### config.mk
export PLATFORM = sky130hd
export DESIGN_NAME = preg_free_list
export DESIGN_NICKNAME = d
export VERILOG_FILES = /design/src/rtl/preg_free_list_pkg.sv /design/src/rtl/preg_free_list.sv
export SDC_FILE = /design/constraint.sdc
export NUM_CORES = 1
export LEC_CHECK = 0
export CAP_MARGIN = 20
export CORE_ASPECT_RATIO = 0.5
export CORE_MARGIN = 1.5
export CORE_UTILIZATION = 35
export DETAILED_ROUTE_END_ITERATION = 8
export SYNTH_ARGS = -nofsm -noshare
export SYNTH_HDL_FRONTEND = slang
export SYNTH_SLANG_ARGS = --single-unit
export TNS_END_PERCENT = 30
### constraint.sdc
create_clock -name clk -period 4 [get_ports clk]
set_input_delay 0.6 -clock clk [delete_from_list [all_inputs] [get_ports clk]]
set_output_delay 0.6 -clock clk [all_outputs]
set_load 0.01 [all_outputs]
### src/rtl/preg_free_list_pkg.sv
// Shared core parameters for the physical-register rename machinery
// (free list and rename table).
package preg_free_list_pkg;

    localparam int unsigned CORE_PREG_WIDTH = 6;
    localparam int unsigned CORE_NUM_PREG   = 64;
    localparam int unsigned CORE_NUM_AREG   = 32;
    localparam int unsigned CORE_FL_DEPTH   = CORE_NUM_PREG - CORE_NUM_AREG;
    localparam int unsigned CORE_FL_IDX_W   = $clog2(CORE_FL_DEPTH);
    // Free-list pointers carry one extra wrap bit above the index.
    localparam int unsigned CORE_FL_PTR_W   = CORE_FL_IDX_W + 1;

    typedef logic [CORE_PREG_WIDTH-1:0] preg_tag_t;
    typedef logic [CORE_FL_PTR_W-1:0]   fl_ptr_t;

endpackage

### src/rtl/preg_free_list.sv
// Physical-register free list: circular buffer with speculative head,
// committed head and tail pointers; flush rewinds speculative allocations.
module preg_free_list
    import preg_free_list_pkg::*;
#(
    parameter int unsigned PREG_WIDTH = CORE_PREG_WIDTH,
    parameter int unsigned NUM_PREG   = CORE_NUM_PREG,
    parameter int unsigned NUM_AREG   = CORE_NUM_AREG,
    parameter int unsigned FL_DEPTH   = NUM_PREG - NUM_AREG
) (
    input  logic                        clk,
    input  logic                        rst,
    input  logic                        alloc_req,
    output logic                        alloc_valid,
    output logic [PREG_WIDTH-1:0]       alloc_tag,
    input  logic                        retire_valid,
    input  logic [PREG_WIDTH-1:0]       retire_old_tag,
    input  logic                        flush,
    output logic [$clog2(FL_DEPTH):0]   free_count,
    output logic                        err
);

    localparam int unsigned IDX_W = $clog2(FL_DEPTH);
    localparam int unsigned PTR_W = IDX_W + 1;

    logic [PREG_WIDTH-1:0] mem_q [FL_DEPTH];
    logic [PTR_W-1:0]      spec_head_q, spec_head_d;
    logic [PTR_W-1:0]      com_head_q,  com_head_d;
    logic [PTR_W-1:0]      tail_q,      tail_d;
    logic                  err_q,       err_d;

    logic                  alloc_fire;
    logic                  retire_bad;
    logic                  retire_ok;

    // FL_DEPTH is a power of two, so a plain add wraps the index and toggles the wrap bit.
    function automatic logic [PTR_W-1:0] ptr_inc(input logic [PTR_W-1:0] p);
        return p + PTR_W'(1);
    endfunction

    assign alloc_valid = (tail_q != spec_head_q);
    assign alloc_tag   = mem_q[spec_head_q[IDX_W-1:0]];
    assign free_count  = tail_q - spec_head_q;
    assign err         = err_q;

    assign alloc_fire = alloc_req && alloc_valid && !flush;
    assign retire_bad = retire_valid &&
                        ((retire_old_tag == '0) || (com_head_q == spec_head_q));
    assign retire_ok  = retire_valid && !retire_bad;

    always_comb begin
        spec_head_d = spec_head_q;
        com_head_d  = com_head_q;
        tail_d      = tail_q;
        err_d       = err_q | retire_bad;

        if (retire_ok) begin
            com_head_d = ptr_inc(com_head_q);
            tail_d     = ptr_inc(tail_q);
        end

        // Flush rewinds to the committed head as it stands after this cycle's retire.
        if (flush) begin
            spec_head_d = com_head_d;
        end else if (alloc_fire) begin
            spec_head_d = ptr_inc(spec_head_q);
        end
    end

    always_ff @(posedge clk or negedge rst) begin
        if (!rst) begin
            for (int unsigned i = 0; i < FL_DEPTH; i++) begin
                mem_q[i] <= PREG_WIDTH'(NUM_AREG + i);
            end
            spec_head_q <= '0;
            com_head_q  <= '0;
            tail_q      <= {1'b1, {IDX_W{1'b0}}};
            err_q       <= 1'b0;
        end else begin
            spec_head_q <= spec_head_d;
            com_head_q  <= com_head_d;
            tail_q      <= tail_d;
            err_q       <= err_d;
            if (retire_ok) begin
                mem_q[tail_q[IDX_W-1:0]] <= retire_old_tag;
            end
        end
    end

endmodule

Yosys cells after proc, flatten, opt, wreduce, memory -nomap -nowiden
Index checks and enable logic that the tools add are counted.
{"block": "totals", "ff_bits": 211, "out_inout_bits": 14, "elab_cells": 67}
{"block": "op_classes", "add_sub_neg": 4, "n_lt_le_gt_ge": 3, "eq_ne": 2, "mux": 9, "n_bitwise": 3, "n_reduce_logical": 10}
{"operator": "192-bit bitwise mux", "n": 1}
{"operator": "6-bit two-way mux", "n": 6}
{"operator": "6-bit binary-select mux with 5-bit select", "n": 1}
{"operator": "6-bit demux with 5-bit select", "n": 1}
{"operator": "6-bit by 1-bit adder with 6-bit output (second input constant)", "n": 3}
{"operator": "6-bit >= comparator (second input constant)", "n": 2}
{"operator": "5-bit NOT with 6-bit output", "n": 2}
{"operator": "6-bit == test", "n": 1}
{"operator": "6-bit zero test", "n": 1}
{"operator": "6-bit by 1-bit less-than comparator with 1-bit output (second input constant)", "n": 1}
{"operator": "6-bit != test", "n": 1}
{"operator": "6-bit subtractor", "n": 1}
{"operator": "1-bit logical AND", "n": 5}
{"operator": "1-bit zero test", "n": 2}
{"operator": "2-bit nonzero test", "n": 1}
{"operator": "1-bit logical OR", "n": 1}
{"operator": "1-bit OR", "n": 1}

Logic depth before layout (Yosys ltp)
{"block": "logic_depth", "word_depth": 7, "ltp_mapped": 11}

Least setup slack after synthesis
OpenSTA, ideal clock, no wires.
{"block": "synth_timing", "path_kind": "reg2out", "from": "reg spec_head_q[1]", "to": "out free_count[5]", "arrival_time_ns": 2.552, "t_required_ns": 3.400, "setup_slack_ns": 0.848, "stages_incl_launch_ff": 12, "path_buffers": 4, "cell_sequence": "dfrtp_1 buf_4 buf_4 buf_4 buf_2 inv_1 ha_1 nor2b_1 o21ai_0 a21boi_0 or4_1 nand3_1"}
{"block": "synth_via", "elab_chain_len": 1}
{"item": "start, declared", "line_no": "preg_free_list.sv:27", "text": "logic [PTR_W-1:0] spec_head_q, spec_head_d;"}
{"item": "start signal, assigned", "line_no": "preg_free_list.sv:80", "text": "spec_head_q <= spec_head_d;"}
{"item": "6-bit subtractor", "line_no": "preg_free_list.sv:43", "text": "assign free_count = tail_q - spec_head_q;"}
{"item": "end, declared", "line_no": "preg_free_list.sv:19", "text": "output logic [$clog2(FL_DEPTH):0] free_count,"}
No other way between the ends.

Worst setup path in the final report
{"block": "layout_timing", "from": "reg spec_head_q[3]", "to": "out alloc_tag[5]"}
{"block": "layout_via", "elab_chain_len": 4}
{"item": "5-bit NOT with 6-bit output (implied by the code)", "line_no": "preg_free_list.sv:42", "text": "assign alloc_tag = mem_q[spec_head_q[IDX_W-1:0]];"}
{"item": "6-bit binary-select mux with 5-bit select", "line_no": "preg_free_list.sv:42"}
{"item": "6-bit two-way mux (implied by the code) (2 in series)", "line_no": "preg_free_list.sv:42"}
{"item": "end, declared", "line_no": "preg_free_list.sv:15", "text": "output logic [PREG_WIDTH-1:0] alloc_tag,"}
No other way between the ends. The select of a mux whose other input is x is not followed.

==> flow_metrics.env <==
export IMPL_hold_ws_ps=232
export IMPL_antenna_found_initial=0
export IMPL_synth_warning_count=0
export IMPL_status="finished, final reports clean"
export IMPL_fin_util_pct=40.0
export IMPL_clock_path_buffers=3
export IMPL_drive_gt1_share_pct=55.7
export IMPL_drt_total_wl_um=25800
export IMPL_rsz0062_at_grt="false"
export IMPL_powerDensity_nw_per_um2=840
export IMPL_grt_first_pass_wirelength_um=41000
export IMPL_r2r_slack_ps=640
export IMPL_worstPathMaxFanout=28
export IMPL_cts_tree="yes"
export IMPL_min_path_type="in2async"
export IMPL_mostFrequentLayoutCell="mux2_2"
export IMPL_yosysSeqAreaShare_pct=50.2
export IMPL_grt_pass1_vias=6766
export IMPL_grtUsageTotal_pct=16.6
export IMPL_end_kind="output port"
export IMPL_timing_rr_start="spec_head_q[1]$_DFFE_PN0P_"
export IMPL_ir_drop_uv=323
export IMPL_ys_top_cells_by_area="dfstp_2 27%, dfrtp_1 23%, mux2_2 20%"
export IMPL_ctsHoldBuffers=0
export IMPL_syn_area_um2=10800
export IMPL_slew_limit_headroom_pct=30.3
export IMPL_dpl_cell_area_um2=11300
export IMPL_synth_cell_types=57
export IMPL_diodes=0
export IMPL_finalPower_mw=10.2
export IMPL_coreArea_um2=30300
export IMPL_netlist_instances=764
export IMPL_setup_viol=0
export IMPL_cts_inserted_buffers=23
export IMPL_routed_via_count=6397
export IMPL_drt_iter0_drc=402
export IMPL_tns_ps=0
export IMPL_hold_violations=0
export IMPL_gp_congestion=0.777
export IMPL_start_kind="flop"
export IMPL_finalClockSkew_ps=11.4
export IMPL_fin_nets=801
export IMPL_routed_via_density=5.36
export IMPL_postCtsSetupBuffers=1
export IMPL_cts_sinks=211
export IMPL_rows=45
export IMPL_grt_max_degree=112
export IMPL_syn_area_per_cell_um2=14.1
export IMPL_cp_data_arrival_time_ps=3310
export IMPL_yosys_area_top_type="dfstp_2"
export IMPL_cts_root_buf="clkbuf_16"
export IMPL_netlist_area_leader_share_pct=27.5
export IMPL_dieArea_um2=32000
export IMPL_p_leak_nw=5.09
export IMPL_ys_ff_latch=211
export IMPL_final_cell_mix="196 x mux2_2, 113 x dfstp_2, 97 x dfrtp_1, 48 x mux2i_1, 27 x mux4_2"
export IMPL_initial_core_util_pct=35.6
export IMPL_fin_crit_sh_pct=97.7
export IMPL_cp_startpoint="spec_head_q[3]$_DFFE_PN0P_"
export IMPL_stdcell_area_um2=12100
export IMPL_worstMarginPinSlew_ps=1040
export IMPL_dp_hpwl_um=17100
export IMPL_drcViolationCount=0
export IMPL_die_h_um=127
export IMPL_path_clk_slew_ps=60
export IMPL_fin_crit_ps=3910
export IMPL_syn2layout_area_growth_pct=12.3
export IMPL_crit_type="reg2out"
export IMPL_synthesis_nets=787
export IMPL_clk_latency_ps=510
export IMPL_cts_resized=0
export IMPL_ant_nets=0
export IMPL_synth_ff_type="dfstp_2"
export IMPL_port_buffers=24
export IMPL_slew_violations=0
export IMPL_synthArstFlopShare_pct=100
export IMPL_synth_edf_count=0
export IMPL_firstDrtPassIters=5
export IMPL_avgRoutedWirePerCell_um=21.6
export IMPL_htreeDepth=1
export IMPL_fmax_mhz=256
export IMPL_ioPinCount=25
export IMPL_max_cap_violations=0
export IMPL_grt_ovfl_total=0
export IMPL_critical_path_required_ps=3400
export IMPL_die_w_um=252
-- cell usage after synthesis (all sizes together), types with 2 or more instances --
master	n
nand4	8
nor3b	3
and3b	2
xor2	2
a21oi	14
mux4	27
and2	2
a22oi	15
nor2b	2
ha	11
o211ai	3
a21boi	2
and4	3
nand2	22
and3	19
nand3	31
o21ai	13
mux2	204
dlygate4sd3	6
a31oi	3
buf	36
dfstp	113
xnor2	21
nor3	3
inv	10
dfrtp	98
nor2	7
mux2i	48
clkbuf	21
a211o	2
-- per-stage QoR --
stage	std cells	setup slack [ps]
2_1_floorplan	764	848
3_3_place_gp	1147	419
3_5_place_dp	1147	382
4_1_cts	1190	140
5_1_grt	1194	69.2
6_report	1194	92.7
-- final timing paths --
kind | endpoint | cells after the start
max in group asynchronous | mem_q[59]$_DFFE_PN1P_ | 2
worst max-delay path | alloc_tag[5] | 6
worst min-delay path | mem_q[157]$_DFFE_PN0P_ | 1
worst max register to register | mem_q[67]$_DFFE_PN0P_ | 8
worst min register to register | err$_DFF_PN0_ | 1
min in group clk | err$_DFF_PN0_ | 1
-- metal layers --
metal,track usage (%),part of all wire (%),vias up
li1,-,-,2827
met1,24.6,50,3417
met2,26.2,45,116
met3,1.94,3.6,37
met4,3.79,1.9,0
met5,0,0,-
-- worst max-delay path, cell delays in order (launching register included) --
cell             delay, ps
dfrtp_1                410
buf_4                  440
mux4_2                 390
mux2_2                 290
o21ai_0                390
o311ai_0               320
clkdlybuf4s50_1        550
-- logic make-up (layout without fill, tap and decap cells) --
kind of cell    count (synthesis)  count (layout)  share of synthesized area (%)
flops                         211             211                           50.2
buf+inv                        74             105                           4.12
xor+xnor                       23              23                           1.86
compound gates                 58              58                           3.60
mux                           279             279                           31.6
simple gates                  107             107                           7.18
fa+ha+maj                      12              12                           1.46
-- flip-flops by register name, summed over array words and instances (netlist names) --
signal / flops
mem_q: 192
com_head_q: 6
spec_head_q: 6
tail_q: 6
err: 1
-- report_power, final --
group          internal [mW]  leakage, nW  switching [mW]
clock                   1.24        0.381           0.867
sequential              3.26         2.42           0.547
combinational           2.20         2.30            2.09
total                   6.70         5.09            3.50
-- cell type report --
| cell class | instances | area, µm² |
|---|---|---|
| flip-flops and latches | 211 | 5430 |
| repair buffers | 52 | 479 |
| multi-input cells | 479 | 4940 |
| clock inverters | 10 | 86.3 |
| well taps | 399 | 499 |
| clock buffers | 32 | 669 |
| fillers | 2786 | 18200 |
| inverters | 11 | 41.3 |
Power figures use the tool's default switching activity.
